[src/rtl/dma_pkg.sv]
// rtl/dma_pkg.sv - shared register indices, FSM states and AXI constants for the DMA slave
package dma_pkg;

    localparam int REG_W = 32;

    localparam logic [2:0] DMAEN_IDX  = 3'd0;
    localparam logic [2:0] DMASRC_IDX = 3'd1;
    localparam logic [2:0] DMADST_IDX = 3'd2;
    localparam logic [2:0] DMALEN_IDX = 3'd3;
    localparam logic [2:0] STATUS_IDX = 3'd4;

    localparam logic [1:0] RESP_OKAY   = 2'b00;
    localparam logic [1:0] BURST_FIXED = 2'b00;
    localparam logic [1:0] BURST_INCR  = 2'b01;

    typedef enum logic [1:0] {
        IDLE  = 2'd0,
        WDATA = 2'd1,
        WRESP = 2'd2,
        RDATA = 2'd3
    } state_t;

    // Word index only moves for INCR; every other burst type behaves as FIXED.
    function automatic logic [2:0] next_idx(input logic [2:0] idx, input logic [1:0] burst);
        return (burst == BURST_INCR) ? idx + 3'd1 : idx;
    endfunction

endpackage

[src/rtl/dma_reg_file.sv]
// rtl/dma_reg_file.sv - DMA control registers with byte-strobed write and combinational read mux
module dma_reg_file
    import dma_pkg::*;
(
    input  logic             clk,
    input  logic             rst,
    input  logic             wr_en,
    input  logic [2:0]       wr_idx,
    input  logic [REG_W-1:0] wr_data,
    input  logic [3:0]       wr_strb,
    input  logic [2:0]       rd_idx,
    input  logic             irq,
    output logic [REG_W-1:0] rd_data,
    output logic             dmaen,
    output logic [REG_W-1:0] dmasrc,
    output logic [REG_W-1:0] dmadst,
    output logic [REG_W-1:0] dmalen
);

    function automatic logic [REG_W-1:0] merge(input logic [REG_W-1:0] old,
                                               input logic [REG_W-1:0] data,
                                               input logic [3:0]       strb);
        logic [REG_W-1:0] res;
        res = old;
        for (int b = 0; b < 4; b++) begin
            if (strb[b]) begin
                res[8*b +: 8] = data[8*b +: 8];
            end
        end
        return res;
    endfunction

    always_ff @(posedge clk) begin
        if (!rst) begin
            dmaen  <= 1'b0;
            dmasrc <= '0;
            dmadst <= '0;
            dmalen <= '0;
        end else if (wr_en) begin
            case (wr_idx)
                DMAEN_IDX:  if (wr_strb[0]) dmaen <= wr_data[0];
                DMASRC_IDX: dmasrc <= merge(dmasrc, wr_data, wr_strb);
                DMADST_IDX: dmadst <= merge(dmadst, wr_data, wr_strb);
                DMALEN_IDX: dmalen <= merge(dmalen, wr_data, wr_strb);
                default: ;
            endcase
        end
    end

    // STATUS is read-only and indices 5-7 read as zero.
    always_comb begin
        rd_data = '0;
        case (rd_idx)
            DMAEN_IDX:  rd_data = {{(REG_W-1){1'b0}}, dmaen};
            DMASRC_IDX: rd_data = dmasrc;
            DMADST_IDX: rd_data = dmadst;
            DMALEN_IDX: rd_data = dmalen;
            STATUS_IDX: rd_data = {{(REG_W-1){1'b0}}, irq};
            default:    rd_data = '0;
        endcase
    end

endmodule

[src/rtl/dma_slave_regs.sv]
// rtl/dma_slave_regs.sv - AXI slave port exposing the DMA control and status registers
module dma_slave_regs
    import dma_pkg::*;
#(
    parameter int ADDR_W = 32,
    parameter int DATA_W = 32,
    parameter int ID_W   = 8,
    parameter int LEN_W  = 4
) (
    input  logic              clk,
    input  logic              rst,
    input  logic [ID_W-1:0]   S_AWID,
    input  logic [ADDR_W-1:0] S_AWAddr,
    input  logic [LEN_W-1:0]  S_AWLen,
    input  logic [2:0]        S_AWSize,
    input  logic [1:0]        S_AWBurst,
    input  logic              S_AWValid,
    output logic              S_AWReady,
    input  logic [DATA_W-1:0] S_WData,
    input  logic [3:0]        S_WStrb,
    input  logic              S_WLast,
    input  logic              S_WValid,
    output logic              S_WReady,
    output logic [ID_W-1:0]   S_BID,
    output logic [1:0]        S_BResp,
    output logic              S_BValid,
    input  logic              S_BReady,
    input  logic [ID_W-1:0]   S_ARID,
    input  logic [ADDR_W-1:0] S_ARAddr,
    input  logic [LEN_W-1:0]  S_ARLen,
    input  logic [2:0]        S_ARSize,
    input  logic [1:0]        S_ARBurst,
    input  logic              S_ARValid,
    output logic              S_ARReady,
    output logic [ID_W-1:0]   S_RID,
    output logic [DATA_W-1:0] S_RData,
    output logic [1:0]        S_RResp,
    output logic              S_RLast,
    output logic              S_RValid,
    input  logic              S_RReady,
    input  logic              DMA_interrupt,
    output logic              DMAEN,
    output logic [31:0]       DMASRC,
    output logic [31:0]       DMADST,
    output logic [31:0]       DMALEN
);

    state_t            state;
    logic [ID_W-1:0]   id_q;
    logic [2:0]        idx_q;
    logic [LEN_W-1:0]  len_q;
    logic [LEN_W-1:0]  cnt;
    logic [1:0]        burst_q;
    logic [REG_W-1:0]  rd_data;
    logic              wr_en;

    // Only the word index matters; size and the other address bits are accepted but unused.
    logic unused_bits;
    assign unused_bits = ^{S_AWAddr[ADDR_W-1:5], S_AWAddr[1:0], S_AWSize,
                           S_ARAddr[ADDR_W-1:5], S_ARAddr[1:0], S_ARSize};

    always_ff @(posedge clk) begin
        if (!rst) begin
            state   <= IDLE;
            id_q    <= '0;
            idx_q   <= '0;
            len_q   <= '0;
            cnt     <= '0;
            burst_q <= BURST_FIXED;
        end else begin
            case (state)
                IDLE: begin
                    if (S_AWValid) begin
                        id_q    <= S_AWID;
                        idx_q   <= S_AWAddr[4:2];
                        len_q   <= S_AWLen;
                        burst_q <= S_AWBurst;
                        cnt     <= '0;
                        state   <= WDATA;
                    end else if (S_ARValid) begin
                        id_q    <= S_ARID;
                        idx_q   <= S_ARAddr[4:2];
                        len_q   <= S_ARLen;
                        burst_q <= S_ARBurst;
                        cnt     <= '0;
                        state   <= RDATA;
                    end
                end
                WDATA: begin
                    if (S_WValid) begin
                        idx_q <= next_idx(idx_q, burst_q);
                        cnt   <= cnt + LEN_W'(1);
                        if (S_WLast) begin
                            state <= WRESP;
                        end
                    end
                end
                WRESP: begin
                    if (S_BReady) begin
                        state <= IDLE;
                    end
                end
                RDATA: begin
                    if (S_RReady) begin
                        idx_q <= next_idx(idx_q, burst_q);
                        cnt   <= cnt + LEN_W'(1);
                        if (cnt == len_q) begin
                            state <= IDLE;
                        end
                    end
                end
                default: state <= IDLE;
            endcase
        end
    end

    // Handshake outputs decode from state; gating with rst keeps them low while reset is held.
    assign S_AWReady = rst && (state == IDLE);
    assign S_ARReady = rst && (state == IDLE) && !S_AWValid;
    assign S_WReady  = rst && (state == WDATA);
    assign S_BValid  = rst && (state == WRESP);
    assign S_BID     = S_BValid ? id_q : '0;
    assign S_BResp   = RESP_OKAY;
    assign S_RValid  = rst && (state == RDATA);
    assign S_RID     = S_RValid ? id_q : '0;
    assign S_RData   = S_RValid ? rd_data : '0;
    assign S_RLast   = S_RValid && (cnt == len_q);
    assign S_RResp   = RESP_OKAY;

    assign wr_en = (state == WDATA) && S_WValid;

    dma_reg_file u_reg_file (
        .clk     (clk),
        .rst     (rst),
        .wr_en   (wr_en),
        .wr_idx  (idx_q),
        .wr_data (S_WData),
        .wr_strb (S_WStrb),
        .rd_idx  (idx_q),
        .irq     (DMA_interrupt),
        .rd_data (rd_data),
        .dmaen   (DMAEN),
        .dmasrc  (DMASRC),
        .dmadst  (DMADST),
        .dmalen  (DMALEN)
    );

endmodule

[config.mk]
export PLATFORM = sky130hd
export DESIGN_NAME = dma_slave_regs
export DESIGN_NICKNAME = d
export VERILOG_FILES = /design/src/rtl/dma_pkg.sv /design/src/rtl/dma_reg_file.sv /design/src/rtl/dma_slave_regs.sv
export SDC_FILE = /design/constraint.sdc
export NUM_CORES = 1
export LEC_CHECK = 0
export ABC_AREA = 0
export BUFFER_PORTS_ARGS = -buffer_cell sky130_fd_sc_hd__buf_2
export CORE_AREA = 4 4 123 125
export DETAILED_ROUTE_END_ITERATION = 6
export DIE_AREA = 0 0 127 129
export GPL_TIMING_DRIVEN = 1
export PLACE_DENSITY = 0.77
export SYNTH_ARGS = -nofsm -noshare
export SYNTH_HDL_FRONTEND = slang
export SYNTH_SLANG_ARGS = --single-unit
[constraint.sdc]
create_clock -name clk -period 1.83 [get_ports clk]
set_input_delay 0.366 -clock clk [delete_from_list [all_inputs] [get_ports clk]]
set_output_delay 0.366 -clock clk [all_outputs]
set_load 0.005 [all_outputs]
-- After elaboration in Yosys (flattened, before gate mapping)
Cells that the tools add are included.
- $add $sub $neg: 2
- multipliers: 0
- div/mod/pow operators: 0
- $lt $le $gt $ge: 0
- equal/unequal tests: 15
- shifts and indexed selects: 0
- multiplexer cells: 29
- bitwise operators: 0
- reduce and logical (&&, ||, !) cells: 28
- operator list (kind ; count):
    case mux 32 bit (5 select lines) ; 1
    AND reduction 3 bit ; 13
    two-way mux 32 bit ; 1
    two-way mux 8 bit ; 4
    two-way mux 4 bit ; 6
    two-way mux 2 bit ; 9
    two-way mux 3 bit ; 5
    case mux 4 bit (3 select lines) ; 1
    inequality test 2 bit (second input constant) ; 5
    case mux 3 bit (3 select lines) ; 1
    case mux 2 bit (4 select lines) ; 1
    logical AND 1 bit ; 7
    == test 3 x 2 -> 1 bit (second input constant) ; 2
    AND reduction 6 bit ; 1
    adder 4 x 1 -> 4 bit (second input constant) ; 1
    == test 2 x 1 -> 1 bit (second input constant) ; 2
    == test 2 bit (second input constant) ; 2
    == test 4 bit ; 1
    AND reduction 4 bit ; 1
    adder 3 x 1 -> 3 bit (second input constant) ; 1
    == test 3 x 1 -> 1 bit (second input constant) ; 1
    == test 3 bit (second input constant) ; 1
    logical NOT 3 bit ; 1
    inequality test 3 bit (second input constant) ; 1
    5 further kinds ; 5
- bits in registers: 120
- latch bits: 0
- bits in writable memories: 0
- memory bits (read-only): 0
- bits of input ports: 143
- logic and storage cells: 93
- memories kept: 0

-- Logic depth before layout (Yosys ltp)
Gate-level depths: netlist of run 1.
- depth after elaboration: 4
- mapped depth: 8

-- Modules after synthesis
Synthesis of run 1 repeated with hierarchy kept, for this count alone.
- cell total of the unflattened synthesis: 679
- area total of the unflattened synthesis: 6025.8 um^2
- by module, submodules not included (module ; times used ; cells each ; area an instance (um^2) ; sequential area each (um^2)):
    dma_reg_file ; 1 ; 472 ; 4410.5 ; 1941.9
    dma_slave_regs ; 1 ; 207 ; 1615.3 ; 460.4

-- Worst setup path after synthesis of run 1
OpenSTA, ideal clock, no wires.
- path type: register -> output
- start point: reg idx_q[0]
- end point: out S_RData[21]
- data arrival time: 1.529 ns
- slack: -0.065 ns
- stages on the path, launching flop included: 9
- path through: dfxtp_1 > inv_1 > ha_1 > buf_2 > nor3_1 > nor2_1 > o21ai_1 > buf_2 > nor2_1
- cells in the longest elaborated chain, start to end: 3
- RTL lines (what ; line ; source):
    from (decl) ; dma_slave_regs.sv:50 ; logic [2:0] idx_q;
    from (signal assigned) ; dma_slave_regs.sv:75 ; idx_q <= S_AWAddr[4:2];
    from (signal assigned) ; dma_slave_regs.sv:82 ; idx_q <= S_ARAddr[4:2];
    from (signal assigned) ; dma_slave_regs.sv:91 ; idx_q <= next_idx(idx_q, burst_q);
    == test 3 bit (tied with other cells) ; dma_reg_file.sv:53 ; case (rd_idx)
    case mux 32 bit (5 select lines) (*) ; dma_reg_file.sv:53 ;
    two-way mux 32 bit (*) ; dma_slave_regs.sv:126 ; assign S_RData = S_RValid ? rd_data : '0;
    to (decl) ; dma_slave_regs.sv:36 ; output logic [DATA_W-1:0] S_RData,
Every way passes the cells marked *; elsewhere a longest branch is shown, timed or not.

-- Worst setup path after layout of run 1
- start point: reg idx_q[1]
- end point: out S_RData[16]
Same word-level chain as after synthesis.

==> results of run 1 <==
==> power by group <==
part	switching (uW)	internal, uW	total [uW]
clock	1180	2240	3430
sequential	79.7	2720	2800
combinational	676	587	1260
total	1940	5550	7490
==> worst max-delay path, stage by stage (launching register included) <==
cell,delay (ns)
dfxtp_4,0.36
buf_6,0.12
ha_4,0.16
nor3_2,0.16
nor2_1,0.08
o21ai_2,0.19
buf_6,0.14
buf_12,0.14
nor2_1,0.07
buf_2,0.14
==> logic make-up (layout without fill, tap and decap cells) <==
family | count (synthesis) | after routing
AND/OR/NAND/NOR | 238 | 238
flip-flops | 120 | 120
AO/OA/AOI/OAI | 100 | 100
multiplexers | 86 | 86
buffers and inverters | 58 | 323
adder cells (fa/ha/maj) | 6 | 6
XOR/XNOR | 4 | 4
other | 1 | 4
==> per-layer routing <==
metal | vias to the layer above | track usage | share of wire
met1 | 2664 | 0.2598 | 0.41
met3 | 16 | 0.04234 | 0.070
li1 | 2708 | - | -
met2 | 257 | 0.3630 | 0.51
met4 | 0 | 0.07003 | 0.010
met5 | - | 0 | 0
==> layout by cell type, fill, tap and decap left out, drive strengths merged, types with 4 or more instances in the layout <==
master	n
xor2	4
o21ai	6
inv	7
clkbuf	21
nand2	44
mux2	4
mux2i	82
nor2	114
a211oi	17
conb	4
nand3	45
a21oi	34
buf	284
a222oi	32
ha	6
clkinv	5
nor3	5
and2	17
dfxtp	120
==> sequential cells by signal, indices dropped and copies added (netlist names) <==
signal             flops
u_reg_file.dmadst     32
u_reg_file.dmalen     32
u_reg_file.dmasrc     32
id_q                   8
cnt                    4
len_q                  4
idx_q                  3
burst_q                2
state                  2
u_reg_file.dmaen       1
==> per-stage QoR <==
stage | total power, uW | hold WS [ns] | TNS, ns
4_1_cts | 7465 | 0.1960 | -14.29
2_1_floorplan | 3411 | 0.4649 | 0
3_5_place_dp | 3882 | 0.4649 | -2.821
6_report | 7487 | 0.2169 | -15.68
5_1_grt | 7800 | 0.2115 | -18.01
3_3_place_gp | 3861 | 0.4579 | -1.752
==> worst paths after layout <==
| check | startpoint | to | depth (start not counted) | slack, ns |
|---|---|---|---|---|
| setup / recovery | idx_q[1]$_SDFFE_PN0P_ | S_RData[16] | 9 | -0.52 |
| hold reg to reg | u_reg_file.dmalen[27]$_SDFFE_PN0P_ | u_reg_file.dmalen[27]$_SDFFE_PN0P_ | 2 | 0.48 |
| hold / removal | S_WData[3] | u_reg_file.dmasrc[3]$_SDFFE_PN0P_ | 3 | 0.22 |
| setup reg to reg | state[1]$_SDFFE_PN0P_ | cnt[3]$_SDFFE_PN0P_ | 6 | 0.12 |
==> cell usage after synthesis (2+ instances only) <==
master | instances | area [um^2]
o211ai_1 | 2 | 15.01
nor2_1 | 114 | 427.9
dfxtp_1 | 120 | 2402
mux2i_1 | 82 | 820.8
nand3_4 | 8 | 140.1
buf_2 | 19 | 95.09
buf_4 | 6 | 45.04
or3_1 | 3 | 18.77
and2_1 | 17 | 106.4
nor4_1 | 2 | 12.51
nor3_1 | 3 | 15.01
nand3_1 | 37 | 185.2
ha_1 | 6 | 75.07
o21ai_0 | 5 | 25.02
and3_1 | 2 | 12.51
nand2_1 | 44 | 165.2
a21oi_1 | 34 | 170.2
xor2_1 | 4 | 35.03
clkbuf_1 | 25 | 93.84
nor3_2 | 2 | 20.02
mux2_2 | 4 | 45.04
inv_1 | 7 | 26.28
a211oi_1 | 16 | 120.1
a222oi_1 | 32 | 320.3
nor2b_1 | 3 | 18.77
==> what timing repair did <==
item                                    4_1_cts  5_1_grt
endpoints found under the setup margin       50       50
cloned                                        2        1
resized for setup                            34       38
buffers inserted                              7        6
pin swaps                                    18       16
==> cell type report <==
cell class                      count  share of cell area
Multi-Input combinational cell    438              0.3782
Timing Repair Buffer              284              0.2154
Clock inverter                     11             0.01792
Sequential cell                   120              0.2991
Clock buffer                       21             0.05810
Tap cell                          180             0.02781
Inverter                            7            0.003399
==> metrics.cfg, run 1 <==
[outcome]
outcome=complete, but fails checks
violations=setup timing

[synth]
synth_top_family_by_area=simple AND/OR/NAND/NOR gates
synth_area_um2=5539
netlist-cell-type-count=41
syn_area_per_cell_um2=9.036
synth_compound_area_frac=0.1337
synth_edf_count=0
synth_flop_cell=dfxtp_1
syn_inst=613
async_flop_share=0
ys_seq_elements=120
ys_warn_count=0
synthXorXnorAreaFrac=0.006325
synthSimpleGateAreaFrac=0.2080
synthMuxAreaShare=0.1563
synth-adder-area-share=0.01355
synth-seq-area-share=0.4337

[place]
placed_area_um2=7068
gp_congestion=0.8071
dp_slack_ns=-0.1423
io_buffers=229
dp_cells=1013
dp_hpwl_um=12160

[floorplan]
die_h_um=129
dieWidth_um=127
pin_count=298
core_area_um2=13880
start_util=0.3990
dieArea_um2=16380
fp-row-count=43

[timing]
fin_crit_sh=1.284
rsz0062_at_grt=true
setup_slack_ns=-0.5205
tightestPinTransition_ns=0.5107
min_period_ns=2.350
max-slew-margin-rel=0.6566
hold_viol_final=0
max_freq_mhz=425.4
finalClockSkew_ns=0.01045
finalSetupViolations=33
slew_violations=0

[grt]
overflow=0
grt_max_degree=66
grt_usage=0.2090
antenna_found_initial=0
grt_pass1_vias=5330
grt_first_pass_wirelength_um=27370

[clocking]
clk-insertion-delay-late_ns=0.41
clock-sinks=120
cts_buffers=17
cts_tree=yes
clockRootBuffer=clkbuf_16
clockBufferDepth=2
ctsHtreeMaxLevel=4
cts-hold-fix-buffers=0
clk_pin_slew_ns=0.05

[drt]
wl_per_cell_um=16.77
vias=5645
drtPass1Iterations=5
drcViolationCount=0
postRouteAntennaNets=0
routed_wl_um=17800
drt_iter0_drc=325
post_drt_via_cell_ratio=5.320

[layout]
seq_area_um2=2422
multiInputGateArea_um2=3063
drive_gt1_frac=0.4222
fin_nets=1017
postLayoutCoreUtil=0.5834
diodes=0
num-fill-cells=1214
layout-area-overhead-vs-synth_pct=46.19
final_area_um2=8098
final_cells=1061

[critical_path]
critPathKind=flop to output port
end_kind=output port
cp-start-kind=flop
path_max_fanout=14
cp_data_required_time_ns=1.46
critical_path_arrival_ns=1.98

[power]
p_per_area_nw_per_um2=924.6
total_leakage_power_uw=0.004052
ir_drop_v=0.0006753

[min_path]
hp-class=input pin to flop

[flow_run]
maxCapViolations=0

No activity file was read; power rests on OpenSTA's default activity.
==> run 2: changes to the inputs <==
--- a/config.mk
+++ b/config.mk
@@ -5,7 +5,7 @@
 export SDC_FILE = /design/constraint.sdc
 export NUM_CORES = 1
 export LEC_CHECK = 0
-export ABC_AREA = 0
+export ABC_AREA = 1
 export BUFFER_PORTS_ARGS = -buffer_cell sky130_fd_sc_hd__buf_2
 export CORE_AREA = 4 4 123 125
 export DETAILED_ROUTE_END_ITERATION = 6
==> run 2 against run 1 <==
- the flow still finishes with violations (setup timing)
- non-clock buffer count fell by 14
- clock power fell by 11%
- area after synthesis barely moved
- sequential share of layout area fell by 1.3 points
- cell area rose by 4.1%
- register-to-register slack got worse by 0.05 ns
- synthesized cell count rose by 36%
- first-iteration DRC count rose by 28%
- setup slack improved by 0.17 ns
- largest cell class unchanged
- highest routed layer unchanged
==> metrics.cfg, run 2 <==
[outcome]
outcome=complete, but fails checks  ; unchanged
violations=setup timing  ; unchanged

[timing]
fin_crit_sh=1.189  ; was 1.284
slew_violations=0  ; unchanged
min_period_ns=2.176  ; was 2.350 ns
setup_slack_ns=-0.3455  ; was -0.5205 ns
tightestPinTransition_ns=0.9254  ; was 0.5107 ns
hold_viol_final=0  ; unchanged
max_freq_mhz=459.7  ; was 425.4 MHz
rsz0062_at_grt=true  ; unchanged
finalSetupViolations=32  ; was 33
finalClockSkew_ns=0.01427  ; was 0.01045 ns
max-slew-margin-rel=0.3830  ; was 0.6566
tns_ns=-9.195  ; was -15.68 ns

[synth]
netlist-cell-type-count=26  ; was 41
synth_most_common_cell=nor2_1  ; was dfxtp_1
synth-seq-area-share=0.4340  ; was 0.4337
synth_common_cells=nor2_1 (246), nand2_1 (135), dfxtp_1 (120), o21ai_0 (120), inv_1 (48)  ; was dfxtp_1 (120), nor2_1 (114), mux2i_1 (82), nand2_1 (44), nand3_1 (37)
post-synth-top-area-fraction=0.4340  ; was 0.4337
yosysTopAreaCell=dfxtp_1  ; unchanged
syn_area_per_cell_um2=6.653  ; was 9.036 um^2
syn_inst=832  ; was 613
synth_area_leaders=dfxtp_1 (43%), nor2_1 (17%), o21ai_0 (11%)  ; was dfxtp_1 (43%), mux2i_1 (15%), nor2_1 (7.7%)
ys_warn_count=0  ; unchanged
synth_area_um2=5535  ; was 5539 um^2
synth_flop_cell=dfxtp_1  ; unchanged
ys_seq_elements=120  ; unchanged
async_flop_share=0  ; unchanged
synth_edf_count=0  ; unchanged

[drt]
drcViolationCount=0  ; unchanged
post_drt_via_cell_ratio=5.054  ; was 5.320
wl_per_cell_um=15.91  ; was 16.77 um
postRouteAntennaNets=0  ; unchanged
drtPass1Iterations=6  ; was 5
vias=6469  ; was 5,645
drt_iter0_drc=415  ; was 325
routed_wl_um=20360  ; was 17,800 um

[layout]
postLayoutCoreUtil=0.6074  ; was 0.5834
layout_commonest_cell=nor2_1  ; was buf_2
drive_gt1_frac=0.3649  ; was 0.4222
layout_common_cells=nor2_1 (234), buf_2 (228), o21ai_0 (120)  ; was buf_2 (228), dfxtp_1 (112), nor2_1 (100)
layout-area-overhead-vs-synth_pct=52.33  ; was 46.19%
fin_nets=1235  ; was 1,017
final_area_um2=8432  ; was 8098 um^2
final_cells=1280  ; was 1,061
reg_top3=u_reg_file.dmadst (32), u_reg_file.dmalen (32), u_reg_file.dmasrc (32)  ; unchanged

[floorplan]
pin_count=298  ; unchanged
die_h_um=129  ; unchanged
dieWidth_um=127  ; unchanged
start_util=0.3988  ; was 0.3990
core_area_um2=13880  ; unchanged
fp-row-count=43  ; unchanged
dieArea_um2=16380  ; unchanged

[place]
dp_hpwl_um=12800  ; was 12,160 um
dp_slack_ns=-0.01361  ; was -0.1423 ns
gp_congestion=0.8308  ; was 0.8071
placed_area_um2=6965  ; was 7068 um^2
dp_cells=1226  ; was 1,013
io_buffers=229  ; unchanged

[critical_path]
cp_data_required_time_ns=1.46  ; about the same
critPathKind=flop to output port  ; unchanged
cp-start-kind=flop  ; unchanged
critical_path_arrival_ns=1.81  ; was 1.98 ns
r2r_setup_slack_ns=0.07  ; was 0.12 ns
path_max_fanout=17  ; was 14
end_kind=output port  ; unchanged

[clocking]
cts_tree=yes  ; unchanged
clockBufferDepth=2  ; unchanged
clk-insertion-delay-late_ns=0.41  ; about the same
cts-hold-fix-buffers=0  ; unchanged
cts_buffers=17  ; unchanged
clockRootBuffer=clkbuf_16  ; unchanged
clock-sinks=120  ; unchanged
ctsHtreeMaxLevel=4  ; unchanged
clk_pin_slew_ns=0.05  ; about the same

[power]
ir_drop_v=0.0006420  ; was 0.0006753 V
total_leakage_power_uw=0.003801  ; was 0.004052 uW
p_per_area_nw_per_um2=1039  ; was 924.6 nW/um^2

[min_path]
hp-class=input pin to flop  ; unchanged

[grt]
overflow=0  ; unchanged
grt_pass1_vias=5683  ; was 5,330
grt_usage=0.2254  ; was 0.2090
grt_max_degree=115  ; was 66
grt_first_pass_wirelength_um=29350  ; was 27,370 um
antenna_found_initial=0  ; unchanged

[flow_run]
maxCapViolations=0  ; unchanged

[run 2: cell count changes after synthesis, sizes merged, moves of 33 or more]
cell	previous run	this run
nor2	114	250
nand3	45	12
inv	7	64
nand2	44	140
o21ai	6	120
mux2i	82	0
[run 2: timing repair]
item / 4_1_cts / 5_1_grt
endpoints found under the setup margin: 49 / 65
pin swaps: 4 / 13
setup buffers: 9 / 8
gates resized for setup: 58 / 66
gates cloned: 7 / 3
hold endpoints to repair: 0 / 0
[run 2: worst paths after layout]
check,endpoint,cells past startpoint,from
setup / recovery,S_RData[27],6,idx_q[1]$_SDFFE_PN0P_
hold / removal,u_reg_file.dmadst[6]$_SDFFE_PN0P_,3,S_WData[6]
setup reg to reg,u_reg_file.dmasrc[9]$_SDFFE_PN0P_,10,idx_q[1]$_SDFFE_PN0P_
hold reg to reg,u_reg_file.dmaen$_SDFFE_PN0P_,2,u_reg_file.dmaen$_SDFFE_PN0P_
[run 2: metrics by stage]
step	total power, uW	hold slack (ns)
finish	8759	0.2126
global route	9186	0.2200
CTS	8475	0.2041
detailed placement	4708	0.4867
global placement	4673	0.4738
floorplan	3997	0.4579
[run 2: worst max-delay path: stages (launching register included)]
cell and delay (ns):
dfxtp_4 0.40, ha_4 0.18, ha_4 0.19, buf_12 0.18, nand2_1 0.10, a31oi_1 0.21, buf_2 0.14
[run 2: power breakdown]
part           total [uW]  leakage [uW]  switching (uW)  internal [uW]
logic                2720       0.00257            1540           1190
clock network        3050      0.000262            1250           1810
registers            2980      0.000973             165           2820
total                8760       0.00380            2950           5810
[run 2: metal layers]
layer | GRT usage | up-vias | wire, um
met5 | 0 | - | 0
met4 | 0.07950 | 0 | 425
met3 | 0.05106 | 37 | 1960
met2 | 0.3913 | 334 | 9963
met1 | 0.2752 | 2913 | 8013
li1 | - | 3185 | -
[run 2: layout make-up]
class                           instances  area [um^2]
Multi-Input combinational cell        609         3207
Antenna cell                            1        2.502
Clock inverter                         13        97.59
Fill cell                            1238         5449
Tap cell                              180        225.2
Clock buffer                           19        452.9
Inverter                               68        304.0
Timing Repair Buffer                  270         1730
Sequential cell                       120         2412
[run 2: logic make-up after synthesis]
family | count (synthesis) | share of synthesized area
flops | 120 | 0.4340
compound gates | 193 | 0.1826
buf+inv | 106 | 0.07617
simple gates | 406 | 0.2930
other cells | 1 | 0.0006775
fa+ha+maj | 6 | 0.01356
==> run 3: changes to the inputs <==
--- a/config.mk
+++ b/config.mk
@@ -12,6 +12,8 @@
 export DIE_AREA = 0 0 127 129
 export GPL_TIMING_DRIVEN = 1
 export PLACE_DENSITY = 0.77
+export SETUP_SLACK_MARGIN = 0.5
+export SKIP_LAST_GASP = 1
 export SYNTH_ARGS = -nofsm -noshare
 export SYNTH_HDL_FRONTEND = slang
 export SYNTH_SLANG_ARGS = --single-unit
==> run 3 against run 2 <==
- the flow still finishes with violations (setup timing)
- first-iteration DRC count is 37% higher
- clock skew down 0.0074 ns
- fmax decreased by 1.8%
- register-to-register slack got worse by 0.15 ns
- sequential share of layout area fell by 4.0 points
- critical path type unchanged
- largest cell class unchanged
==> metrics.cfg, run 3 (synthesized netlist as in run 2, its figures left out) <==
[outcome]
outcome=complete, but fails checks  ; unchanged
violations=setup timing  ; unchanged

[floorplan]
pin_count=298  ; unchanged
die_h_um=129  ; unchanged
core_area_um2=13880  ; unchanged
dieWidth_um=127  ; unchanged
fp-row-count=43  ; unchanged
start_util=0.3988  ; unchanged
dieArea_um2=16380  ; unchanged

[layout]
num-fill-cells=957  ; was 1,238
final_cells=1319  ; was 1,280
layout_common_cells=buf_2 (227), nor2_1 (164), nand2_1 (115)  ; was nor2_1 (234), buf_2 (228), o21ai_0 (120)
multiInputGateArea_um2=4197  ; was 3207 um^2
seq_area_um2=2435  ; was 2412 um^2
layout-area-overhead-vs-synth_pct=79.09  ; was 52.33%
drive_gt1_frac=0.5334  ; was 0.3649
fin_nets=1275  ; was 1,235
reg_top3=u_reg_file.dmadst (32), u_reg_file.dmalen (32), u_reg_file.dmasrc (32)  ; unchanged
final_area_um2=9913  ; was 8432 um^2
layout_commonest_cell=buf_2  ; was nor2_1

[critical_path]
cpMaxStageDelayCell=dfxtp_4  ; unchanged
crit_path_cell_trace=ha_4, ha_4, buf_12, clkbuf_16, nand2_1, a31oi_1, buf_2  ; was ha_4, ha_4, buf_12, nand2_1, a31oi_1, buf_2
end_kind=output port  ; unchanged
critical_path_arrival_ns=1.85  ; was 1.81 ns
cpPeakStageDelay_ns=0.40  ; about the same
cp_top_family=buffers and inverters  ; was flip-flops
r2r_setup_slack_ns=-0.08  ; was 0.07 ns
r2r_end=u_reg_file.dmasrc[31]$_SDFFE_PN0P_  ; was u_reg_file.dmasrc[9]$_SDFFE_PN0P_
critPathKind=flop to output port  ; unchanged
critPathMostFrequentCell=ha_4  ; unchanged
cp-start-kind=flop  ; unchanged
path_depth=7  ; was 6
cp_data_required_time_ns=1.46  ; about the same
rr_startpoint=state[1]$_SDFFE_PN0P_  ; was idx_q[1]$_SDFFE_PN0P_
critPathBufInv=3  ; was 2
worstRegToRegCells=12  ; was 10
path_max_fanout=6  ; was 17

[min_path]
min_to=u_reg_file.dmasrc[6]$_SDFFE_PN0P_  ; was u_reg_file.dmadst[6]$_SDFFE_PN0P_
hp-class=input pin to flop  ; unchanged
hold_start=S_WData[6]  ; unchanged
min_path_cells=3  ; unchanged

[grt]
grt_max_degree=115  ; unchanged
grt_pass1_vias=6367  ; was 5,683
grt_usage=0.2470  ; was 0.2254
overflow=0  ; unchanged
antenna_found_initial=0  ; unchanged
grt_first_pass_wirelength_um=32310  ; was 29,350 um

[timing]
slew_violations=0  ; unchanged
finalSetupViolations=75  ; was 32
finalClockSkew_ns=0.006900  ; was 0.01427 ns
tightestPinTransition_ns=1.050  ; was 0.9254 ns
hold_viol_final=0  ; unchanged
fin_crit_sh=1.211  ; was 1.189
rsz0062_at_grt=true  ; unchanged
max-slew-margin-rel=0.3002  ; was 0.3830
setup_slack_ns=-0.3865  ; was -0.3455 ns
min_period_ns=2.216  ; was 2.176 ns
max_freq_mhz=451.2  ; was 459.7 MHz

[place]
gp_congestion=0.8744  ; was 0.8308
dp_cells=1233  ; was 1,226
dp_hpwl_um=13060  ; was 12,800 um
placed_area_um2=7274  ; was 6965 um^2
dp_slack_ns=0.005412  ; was -0.01361 ns
io_buffers=229  ; unchanged

[clocking]
cts_tree=yes  ; unchanged
cts-hold-fix-buffers=0  ; unchanged
cts_buffers=17  ; unchanged
clk-insertion-delay-late_ns=0.41  ; about the same
clockBufferDepth=2  ; unchanged
clk_pin_slew_ns=0.06  ; was 0.05 ns
clockRootBuffer=clkbuf_16  ; unchanged
clock-sinks=120  ; unchanged
ctsHtreeMaxLevel=4  ; unchanged

[drt]
wl_per_cell_um=17.58  ; was 15.91 um
vias=7066  ; was 6,469
drcViolationCount=0  ; unchanged
drtPass1Iterations=5  ; was 6
post_drt_via_cell_ratio=5.357  ; was 5.054
drt_iter0_drc=567  ; was 415
routed_wl_um=23190  ; was 20,360 um
postRouteAntennaNets=0  ; unchanged

[flow_run]
maxCapViolations=0  ; unchanged

[power]
fin_total_pwr_uw=9697  ; was 8759 uW
p_per_area_nw_per_um2=978.2  ; was 1039 nW/um^2
total_leakage_power_uw=0.004347  ; was 0.003801 uW
ir_drop_v=0.0006225  ; was 0.0006420 V

run 3: changes by cell type in the layout (fill, tap and decap cells not counted), moves of 21 or more:
cell | previous run | this run
buf_6 | 3 | 24
nor2_1 | 234 | 164
nor2_2 | 9 | 40
nor2_4 | 6 | 45
o21ai_0 | 120 | 13
o21ai_1 | 0 | 33
o21ai_2 | 0 | 72
run 3: report_power, final:
group	internal [uW]	switching [uW]	leakage [uW]
clock	2180	1170	0.000287
combinational	1390	1940	0.00308
sequential	2820	198	0.000981
total	6390	3310	0.00435
run 3: layout make-up:
class,count,area share
antenna,1,0.0002524
clock buffer,24,0.05074
clock inverter,7,0.009087
inverter,68,0.04670
multi-input combinational,619,0.4233
sequential,120,0.2456
tap,180,0.02272
timing repair buffer,298,0.1988
timing repair inverter,2,0.002777
run 3: worst max-delay path by stage:
| stage | startpoint | end | slack, ns |
|---|---|---|---|
| after floorplan | idx_q[0]$_SDFFE_PN0P_ | S_RData[13] | 0.34 |
| after global placement | idx_q[1]$_SDFFE_PN0P_ | S_RData[0] | 0.03 |
| after detailed placement | idx_q[0]$_SDFFE_PN0P_ | S_RData[25] | 0.005 |
| after CTS | idx_q[1]$_SDFFE_PN0P_ | S_RData[0] | -0.35 |
| after global routing | idx_q[0]$_SDFFE_PN0P_ | S_RData[8] | -0.45 |
| final | idx_q[0]$_SDFFE_PN0P_ | S_RData[8] | -0.39 |
run 3: timing repair:
| action | in CTS | in global routing |
|---|---|---|
| setup buffers | 25 | 13 |
| pin swaps | 54 | 97 |
| setup endpoints to repair | 171 | 186 |
| resized for setup | 218 | 277 |
| gates cloned | 14 | 2 |
run 3: metrics by stage:
stage               setup TNS (ns)    util  hold WS [ns]
finish                      -10.80  0.7142        0.2064
global route                -18.04  0.7140        0.2255
CTS                         -10.91  0.6444        0.1845
detailed placement               0  0.5241        0.4860
global placement                 0  0.5241        0.4758
floorplan                        0       -        0.4579
run 3: tightest hold or removal path, cell delays in order:
cell and delay (ns):
buf_2 0.11, nor2_1 0.05, nor2_1 0.06
run 3: metal layers:
layer  up-vias  share of wire  global-route usage
met1      3324           0.38              0.2945
met4         0          0.027             0.08580
li1       3295              -                   -
met3        60          0.085             0.06310
met5         -              0                   0
met2       387           0.51              0.4328
